### src/rtl/stump_control_pkg.sv
// Shared encodings for the Stump control unit: states, opcodes, conditions, operand-B selects.
// No logic; pure type and constant definitions.
// No flow control.
package stump_control_pkg;

    localparam int IR_W     = 16;
    localparam int NUM_COND = 16;
    localparam int COND_W   = $clog2(NUM_COND);

    localparam logic [2:0] REG_PC = 3'd7;

    typedef enum logic [1:0] {
        ST_FETCH   = 2'd0,
        ST_EXECUTE = 2'd1,
        ST_MEMORY  = 2'd2,
        ST_ILLEGAL = 2'd3
    } state_t;

    typedef enum logic [2:0] {
        OP_ADD  = 3'd0,
        OP_ADC  = 3'd1,
        OP_SUB  = 3'd2,
        OP_SBC  = 3'd3,
        OP_AND  = 3'd4,
        OP_OR   = 3'd5,
        OP_LDST = 3'd6,
        OP_BCC  = 3'd7
    } op_t;

    typedef enum logic [3:0] {
        COND_AL = 4'd0,
        COND_NV = 4'd1,
        COND_HI = 4'd2,
        COND_LS = 4'd3,
        COND_CC = 4'd4,
        COND_CS = 4'd5,
        COND_NE = 4'd6,
        COND_EQ = 4'd7,
        COND_VC = 4'd8,
        COND_VS = 4'd9,
        COND_PL = 4'd10,
        COND_MI = 4'd11,
        COND_GE = 4'd12,
        COND_LT = 4'd13,
        COND_GT = 4'd14,
        COND_LE = 4'd15
    } cond_t;

    typedef enum logic [1:0] {
        OPB_REG  = 2'd0,
        OPB_IMM5 = 2'd1,
        OPB_IMM8 = 2'd2
    } opb_sel_t;

    // Field view of the instruction word; Bcc reuses {s_st, rd} as its condition code.
    typedef struct packed {
        op_t        op;
        logic       imm;
        logic       s_st;
        logic [2:0] rd;
        logic [2:0] ra;
        logic [2:0] rb;
        logic [1:0] sh;
    } ir_t;

endpackage

### src/rtl/stump_cond_eval.sv
// Branch condition evaluator: cond code + {N,Z,V,C} -> taken.
// Purely combinational, zero latency.
// No flow control.
module stump_cond_eval
    import stump_control_pkg::*;
(
    input  logic [COND_W-1:0] cond,
    input  logic [3:0]        cc,
    output logic              cond_true
);

    logic n, z, v, c;
    assign {n, z, v, c} = cc;

    always_comb begin
        cond_true = 1'b0;
        case (cond_t'(cond))
            COND_AL: cond_true = 1'b1;
            COND_NV: cond_true = 1'b0;
            COND_HI: cond_true = ~c & ~z;
            COND_LS: cond_true = c | z;
            COND_CC: cond_true = ~c;
            COND_CS: cond_true = c;
            COND_NE: cond_true = ~z;
            COND_EQ: cond_true = z;
            COND_VC: cond_true = ~v;
            COND_VS: cond_true = v;
            COND_PL: cond_true = ~n;
            COND_MI: cond_true = n;
            COND_GE: cond_true = (n == v);
            COND_LT: cond_true = (n != v);
            COND_GT: cond_true = ~z & (n == v);
            COND_LE: cond_true = z | (n != v);
            default: cond_true = 1'b0;
        endcase
    end

endmodule

### src/rtl/stump_control.sv
// Stump control unit: FETCH/EXECUTE/MEMORY sequencer, IR decode, NZVC register, branch test.
// ALU ops take 2 cycles, LD/ST 3 plus memory wait cycles; controls are combinational from state+ir.
// FETCH and MEMORY hold while mem_ready is low; EXECUTE never stalls.
module stump_control
    import stump_control_pkg::*;
(
    input  logic            clk,
    input  logic            rst,
    input  logic [IR_W-1:0] ir,
    input  logic [3:0]      flags_in,
    input  logic            mem_ready,
    output logic [1:0]      state,
    output logic            ir_en,
    output logic            pc_inc,
    output logic            mem_ren,
    output logic            mem_wen,
    output logic            addr_sel,
    output logic            addr_en,
    output logic [2:0]      alu_func,
    output logic            c_in,
    output logic [1:0]      opB_sel,
    output logic [1:0]      shift_op,
    output logic [2:0]      srcA,
    output logic [2:0]      srcB,
    output logic [2:0]      srcC,
    output logic [2:0]      dest,
    output logic            reg_write,
    output logic            wb_sel,
    output logic [3:0]      cc
);

    state_t     state_q, state_d;
    logic [3:0] cc_q;
    logic       cc_ld;
    logic       cond_true;
    ir_t        d;

    assign d     = ir_t'(ir);
    assign state = state_q;
    assign cc    = cc_q;

    stump_cond_eval u_cond_eval (
        .cond      ({d.s_st, d.rd}),
        .cc        (cc_q),
        .cond_true (cond_true)
    );

    always_ff @(posedge clk or posedge rst) begin
        if (rst) begin
            state_q <= ST_FETCH;
        end else begin
            state_q <= state_d;
        end
    end

    always_ff @(posedge clk or posedge rst) begin
        if (rst) begin
            cc_q <= 4'b0000;
        end else if (cc_ld) begin
            cc_q <= flags_in;
        end
    end

    always_comb begin
        state_d   = state_q;
        cc_ld     = 1'b0;
        ir_en     = 1'b0;
        pc_inc    = 1'b0;
        mem_ren   = 1'b0;
        mem_wen   = 1'b0;
        addr_sel  = 1'b0;
        addr_en   = 1'b0;
        alu_func  = OP_ADD;
        c_in      = 1'b0;
        opB_sel   = OPB_REG;
        shift_op  = 2'b00;
        srcA      = 3'd0;
        srcB      = 3'd0;
        srcC      = 3'd0;
        dest      = 3'd0;
        reg_write = 1'b0;
        wb_sel    = 1'b0;

        case (state_q)
            ST_FETCH: begin
                // PC only advances on the cycle the fetch is actually accepted.
                mem_ren = 1'b1;
                ir_en   = mem_ready;
                pc_inc  = mem_ready;
                if (mem_ready) begin
                    state_d = ST_EXECUTE;
                end
            end

            ST_EXECUTE: begin
                state_d = (d.op == OP_LDST) ? ST_MEMORY : ST_FETCH;
                srcA    = d.ra;
                srcB    = d.rb;
                case (d.op)
                    OP_LDST: begin
                        alu_func = OP_ADD;
                        opB_sel  = d.imm ? OPB_IMM5 : OPB_REG;
                        addr_en  = 1'b1;
                    end
                    OP_BCC: begin
                        // Branch target = PC(R7) + sext(offset8), written back only if taken.
                        srcA      = REG_PC;
                        srcB      = 3'd0;
                        alu_func  = OP_ADD;
                        opB_sel   = OPB_IMM8;
                        dest      = REG_PC;
                        reg_write = cond_true;
                    end
                    default: begin
                        alu_func  = d.op;
                        reg_write = 1'b1;
                        dest      = d.rd;
                        opB_sel   = d.imm ? OPB_IMM5 : OPB_REG;
                        shift_op  = d.imm ? 2'b00 : d.sh;
                        c_in      = cc_q[0] & ((d.op == OP_ADC) || (d.op == OP_SBC));
                        cc_ld     = d.s_st;
                    end
                endcase
            end

            ST_MEMORY: begin
                addr_sel = 1'b1;
                if (d.s_st) begin
                    mem_wen = 1'b1;
                    srcC    = d.rd;
                end else begin
                    // Write-back select follows the write enable so it is only seen on the data cycle.
                    mem_ren   = 1'b1;
                    dest      = d.rd;
                    reg_write = mem_ready;
                    wb_sel    = mem_ready;
                end
                if (mem_ready) begin
                    state_d = ST_FETCH;
                end
            end

            default: begin
                state_d = ST_FETCH;
            end
        endcase
    end

endmodule

### config.mk
export PLATFORM = sky130hd
export DESIGN_NAME = stump_control
export DESIGN_NICKNAME = d
export VERILOG_FILES = /design/src/rtl/stump_control_pkg.sv /design/src/rtl/stump_cond_eval.sv /design/src/rtl/stump_control.sv
export SDC_FILE = /design/constraint.sdc
export NUM_CORES = 1
export LEC_CHECK = 0
export CAP_MARGIN = 10
export CELL_PAD_IN_SITES_DETAIL_PLACEMENT = 0
export CELL_PAD_IN_SITES_GLOBAL_PLACEMENT = 2
export CORE_MARGIN = 3
export CORE_UTILIZATION = 17
export CTS_CLUSTER_SIZE = 14
export DETAILED_ROUTE_END_ITERATION = 6
export PLACE_DENSITY_LB_ADDON = 0.1
export SLEW_MARGIN = 30
export SYNTH_ARGS = -nofsm -noshare
export SYNTH_HDL_FRONTEND = slang
export SYNTH_SLANG_ARGS = --single-unit
### constraint.sdc
create_clock -name clk -period 2.6 [get_ports clk]
set_input_delay 0.52 -clock clk [delete_from_list [all_inputs] [get_ports clk]]
set_output_delay 0.52 -clock clk [all_outputs]
set_load 0.005 [all_outputs]
# After elaboration in Yosys (flattened, before gate mapping)
# Index checks and enable logic that the tools add are counted.
# totals
register_bits	6
in_bits	23
output_inout_bits	34
elab_cells	79
# classes
eq_ne	25
n_mux	38
n_bitwise	9
n_reduce_logical	5
# ops
operator	n
$eq 4x4->1 const B	8
$mux 3	9
$eq 4x3->1 const B	4
$mux 2	8
$pmux 1 s16	1
$mux 1	14
$pmux 3 s2	2
$eq 4x2->1 const B	2
$eq 3x3->1 const B	2
$pmux 1 s2	3
$pmux 2 s3	1
$eq 4x1->1 const B	1
$logic_not 4->1	1
$ne 2x2->1 const B	2
$not 1->1	4
$and 1x1->1	3
$eq 3x1->1 const B	1
$eq 3x2->1 const B	1
$eq 2x1->1 const B	1
$eq 2x2->1 const B	1
$logic_not 2->1	1
$or 1x1->1	2
$reduce_and 2->1	1
$reduce_or 2->1	1
3 further kinds	3

# Depth between registers and ports, before layout
# depth
depth_word	5
mapped_depth	6
mapped_depth_nobuf	6

# Hierarchy
# A second synthesis with hierarchy kept.
# hier_totals
hier_cells	89
area_unflattened_um2	755.7
# by_module_without_submodules
module	instances	cells_per_inst	area_per_inst_um2	seq_area_each_um2
stump_control	1	63	560.5	150.1
stump_cond_eval	1	26	195.2	0.0

# Worst setup path before layout
# Ideal clock, no wire load.
# synth_path
path_kind	input to output
from	input port ir[9]
to	output port reg_write
arrival_ns	1.486
required_ns	2.080
setup_slack_ns	0.594
stages	6
n_path_buf	1
path_cell_list	buf_6 -> or3_1 -> nand3_2 -> a41oi_2 -> xnor2_1 -> o211ai_1
# synth_via
elab_chain_cells	4
word_cells_on_any_way	19
classes_between	eq/ne: 15; mux: 3; reduce/logical: 1
# synth_lines
item	line	source
start, declared	stump_control.sv:9	input logic [IR_W-1:0] ir,
$eq 4x4->1, or another cell as far along	stump_cond_eval.sv:17	case (cond_t'(cond))
$pmux 1 s16 *	stump_cond_eval.sv:17	
$pmux 1 s2 *	stump_control.sv:99	case (d.op)
$pmux 1 s2 *	stump_control.sv:84	case (state_q)
end, declared	stump_control.sv:27	output logic reg_write,
# Mark *: on every way between the ends. The rest lies on a longest branch, timed or not.

# Worst setup path after layout
# Ends and elaborated chain as after synthesis.

==> impl_metrics.yaml <==
synth:
  ys.flop_type: "dfrtp_1"
  synth_top_area_share_pct: 22.1
  synth_cell_type_count: 33
  synth_top_area_cell: "dfrtp_1"
  synthAdderAreaFrac_pct: 5.51
  yosys_warnings: 0
  synthTopCellsByCount: "nand2_1 (9), and3_1 (8), dfrtp_1 (6)"
  syn_nets: 110
  syn_inst: 84
  ys_seq_elements: 6
  synth-seq-area-share_pct: 22.1
  synth_top_family_by_area: "simple AND/OR/NAND/NOR gates"
  synth_area_um2: 681
  synthXorXnorAreaFrac_pct: 2.57
  synthSimpleGateAreaFrac_pct: 37.3
  synth-compound-area-share_pct: 15.4
  yosysMostFrequentCell: "nand2_1"
  syn_avg_cell_area_um2: 8.10
  synthMuxAreaShare_pct: 6.62
  synth-edff-count: 0
  synth.top_cells.by_area: "dfrtp_1 (22%), and3_1 (7.4%), mux2_2 (6.6%), ha_1 (5.5%), nand2_1 (5.0%)"
  ys_async_sr_fraction_pct: 100
clocking:
  cts_buffer_depth: 2
  cts_hold_buffers: 0
  htree_levels: 1
  cts_sinks: 6
  cts_buffers: 3
  cts-root-buf: "clkbuf_8"
  clkTransAtPathRegs_ns: 0.04
  worstSkewPairLatency_ns: 0.22
  cts_tree: "built"
setup_path:
  path_cells: "dlygate4sd2_1 -> or3_1 -> nand3_2 -> a41oi_2 -> xnor2_1 -> o211ai_1 -> dlygate4sd2_1"
  crit_arrival_ns: 1.98
  crit_slowest_cell: "or3_1"
  startpoint_type: "input port"
  crit_path_frequent_cell: "dlygate4sd2_1"
  crit_family: "buffers and inverters"
  crit_buf_inv: 2
  worstPathMaxFanout: 5
  crit_path_max_incr_delay_ns: 0.37
  cp-end-kind: "primary output"
  critPathRequiredTime_ns: 2.08
  critPathKind: "input port to primary output"
final_layout:
  fin_cells: 203
  drive_gt1_share_pct: 21.9
  n_antenna_cell: 0
  syn2layout_area_growth_pct: 112
  final_util_pct: 38.2
  nets: 183
placement:
  gp_congestion: 0.726
  placedCellCount: 198
  dp_hpwl_um: 2080
  portBuffers: 56
floorplan:
  die_w_um: 69.3
  die_y_um: 69.3
  fp.coreArea_um2: 3770
  io_pins: 57
  start_util_pct: 18.0
  rows: 22
  die-area_um2: 4800
grt:
  grt_max_degree: 11
  grt_overflow: 0
  grt_pass1_vias: 877
  grt_antenna_before_repair: 0
  grt_first_pass_wirelength_um: 4300
  grtUsageTotal_pct: 10.7
power_and_ir_drop:
  pwr_density_cell_nw_per_um2: 695
  max-vdd-ir-drop_uv: 378
  p_leak_nw: 0.654
detailed_routing:
  wl_met1_um: 1200
  wl_per_cell_um: 12.7
  routed-wl-met3_um: 154
  detail-route-antenna-nets: 0
  drtIter0Drc: 12
  vias: 873
  met2_length_um: 1190
  viasPerCell: 4.30
  top_layer: "met4"
  wl_um: 2570
  first_pass_iters: 4
  drc_errors: 0
sta:
  maxSlewHeadroom_pct: 80.9
  slew_viol_final: 0
  fin_crit_ns: 2.50
  hold_violations: 0
  fin_crit_sh_pct: 96.0
  setup_viol: 0
  worst_pin_slew_ns: 0.287
  fin_worst_skew_ns: 0.00333
  clock.fmax_mhz: 401
min_path:
  hold_path.class: "input port to async pin"
outcome:
  status: "finished, final reports clean"
flow_run:
  maxCapViolCount: 0
## flip-flops by register name, indices dropped and copies added, names as in the netlist
register,flops
cc,4
state,2
## power by group
group | switching, W | internal [W]
sequential | 0.0000412 | 0.000136
clock | 0.0000415 | 0.0000996
combinational | 0.000259 | 0.000425
total | 0.000341 | 0.000660
## final timing paths
check	from	end	slack (ns)	cells after the start
min reg2reg	cc[2]	cc[2]	0.59	1
max in group asynchronous	rst	cc[2]	1.91	2
max reg2reg	state[0]	cc[1]	1.14	4
min	rst	state[0]	0.50	2
max	ir[9]	reg_write	0.10	7
min in group clk	cc[2]	cc[2]	0.59	1
## area by class of cell
type	count	area [µm²]
Sequential cell	6	150
Multi-Input combinational cell	68	479
Tap cell	48	60.1
Timing Repair Buffer	73	691
Inverter	5	18.8
Fill cell	391	2330
Clock buffer	3	41.3
## metrics by stage
stage                     setup slack, ns  hold slack, ns  cell area (µm²)  power [W]  setup TNS (ns)
after global placement             -0.399           0.583             1360   0.000842          -0.443
after global routing             -0.00244           0.534             1440    0.00108        -0.00244
after detailed placement           -0.429           0.580             1360   0.000844          -0.440
after CTS                        -0.00301           0.510             1410   0.000988        -0.00301
after floorplan                     0.594           0.311              681   0.000495               0
final                               0.104           0.502             1440    0.00100               0
## logic make-up after synthesis
group	count (synthesis)
AND/OR/NAND/NOR	45
AO/OA/AOI/OAI	14
buffers and inverters	10
flip-flops	6
multiplexers	4
adder cells (fa/ha/maj)	3
XOR/XNOR	2
## timing repair
item                                    CTS  global route
pin swaps                                 0             0
endpoints found under the setup margin    4            18
resized for setup                         6             6
buffers inserted                          0             2
## routing by layer
| metal | GRT usage, % | vias to the layer above |
|---|---|---|
| li1 | - | 433 |
| met1 | 14.1 | 399 |
| met2 | 17.3 | 37 |
| met3 | 2.46 | 4 |
| met4 | 3.25 | 0 |
| met5 | 0 | - |
## cells in the final DEF, fill, tap and decap left out, types with 2 or more instances in the layout
master and count:
nand3_2 2, dlygate4sd2_1 4, buf_4 17, a21oi_1 3, clkdlybuf4s50_1 49, ha_1 2
dfrtp_1 6, nand3_1 4, inv_1 5, and3_1 8, dlymetal6s2s_1 3, nand2_1 9
nor2_1 5, clkbuf_8 3, mux2_2 4, a22oi_1 2, nor2b_1 2, o21a_1 4
and2_1 4
(Power assumes the default switching activity.)
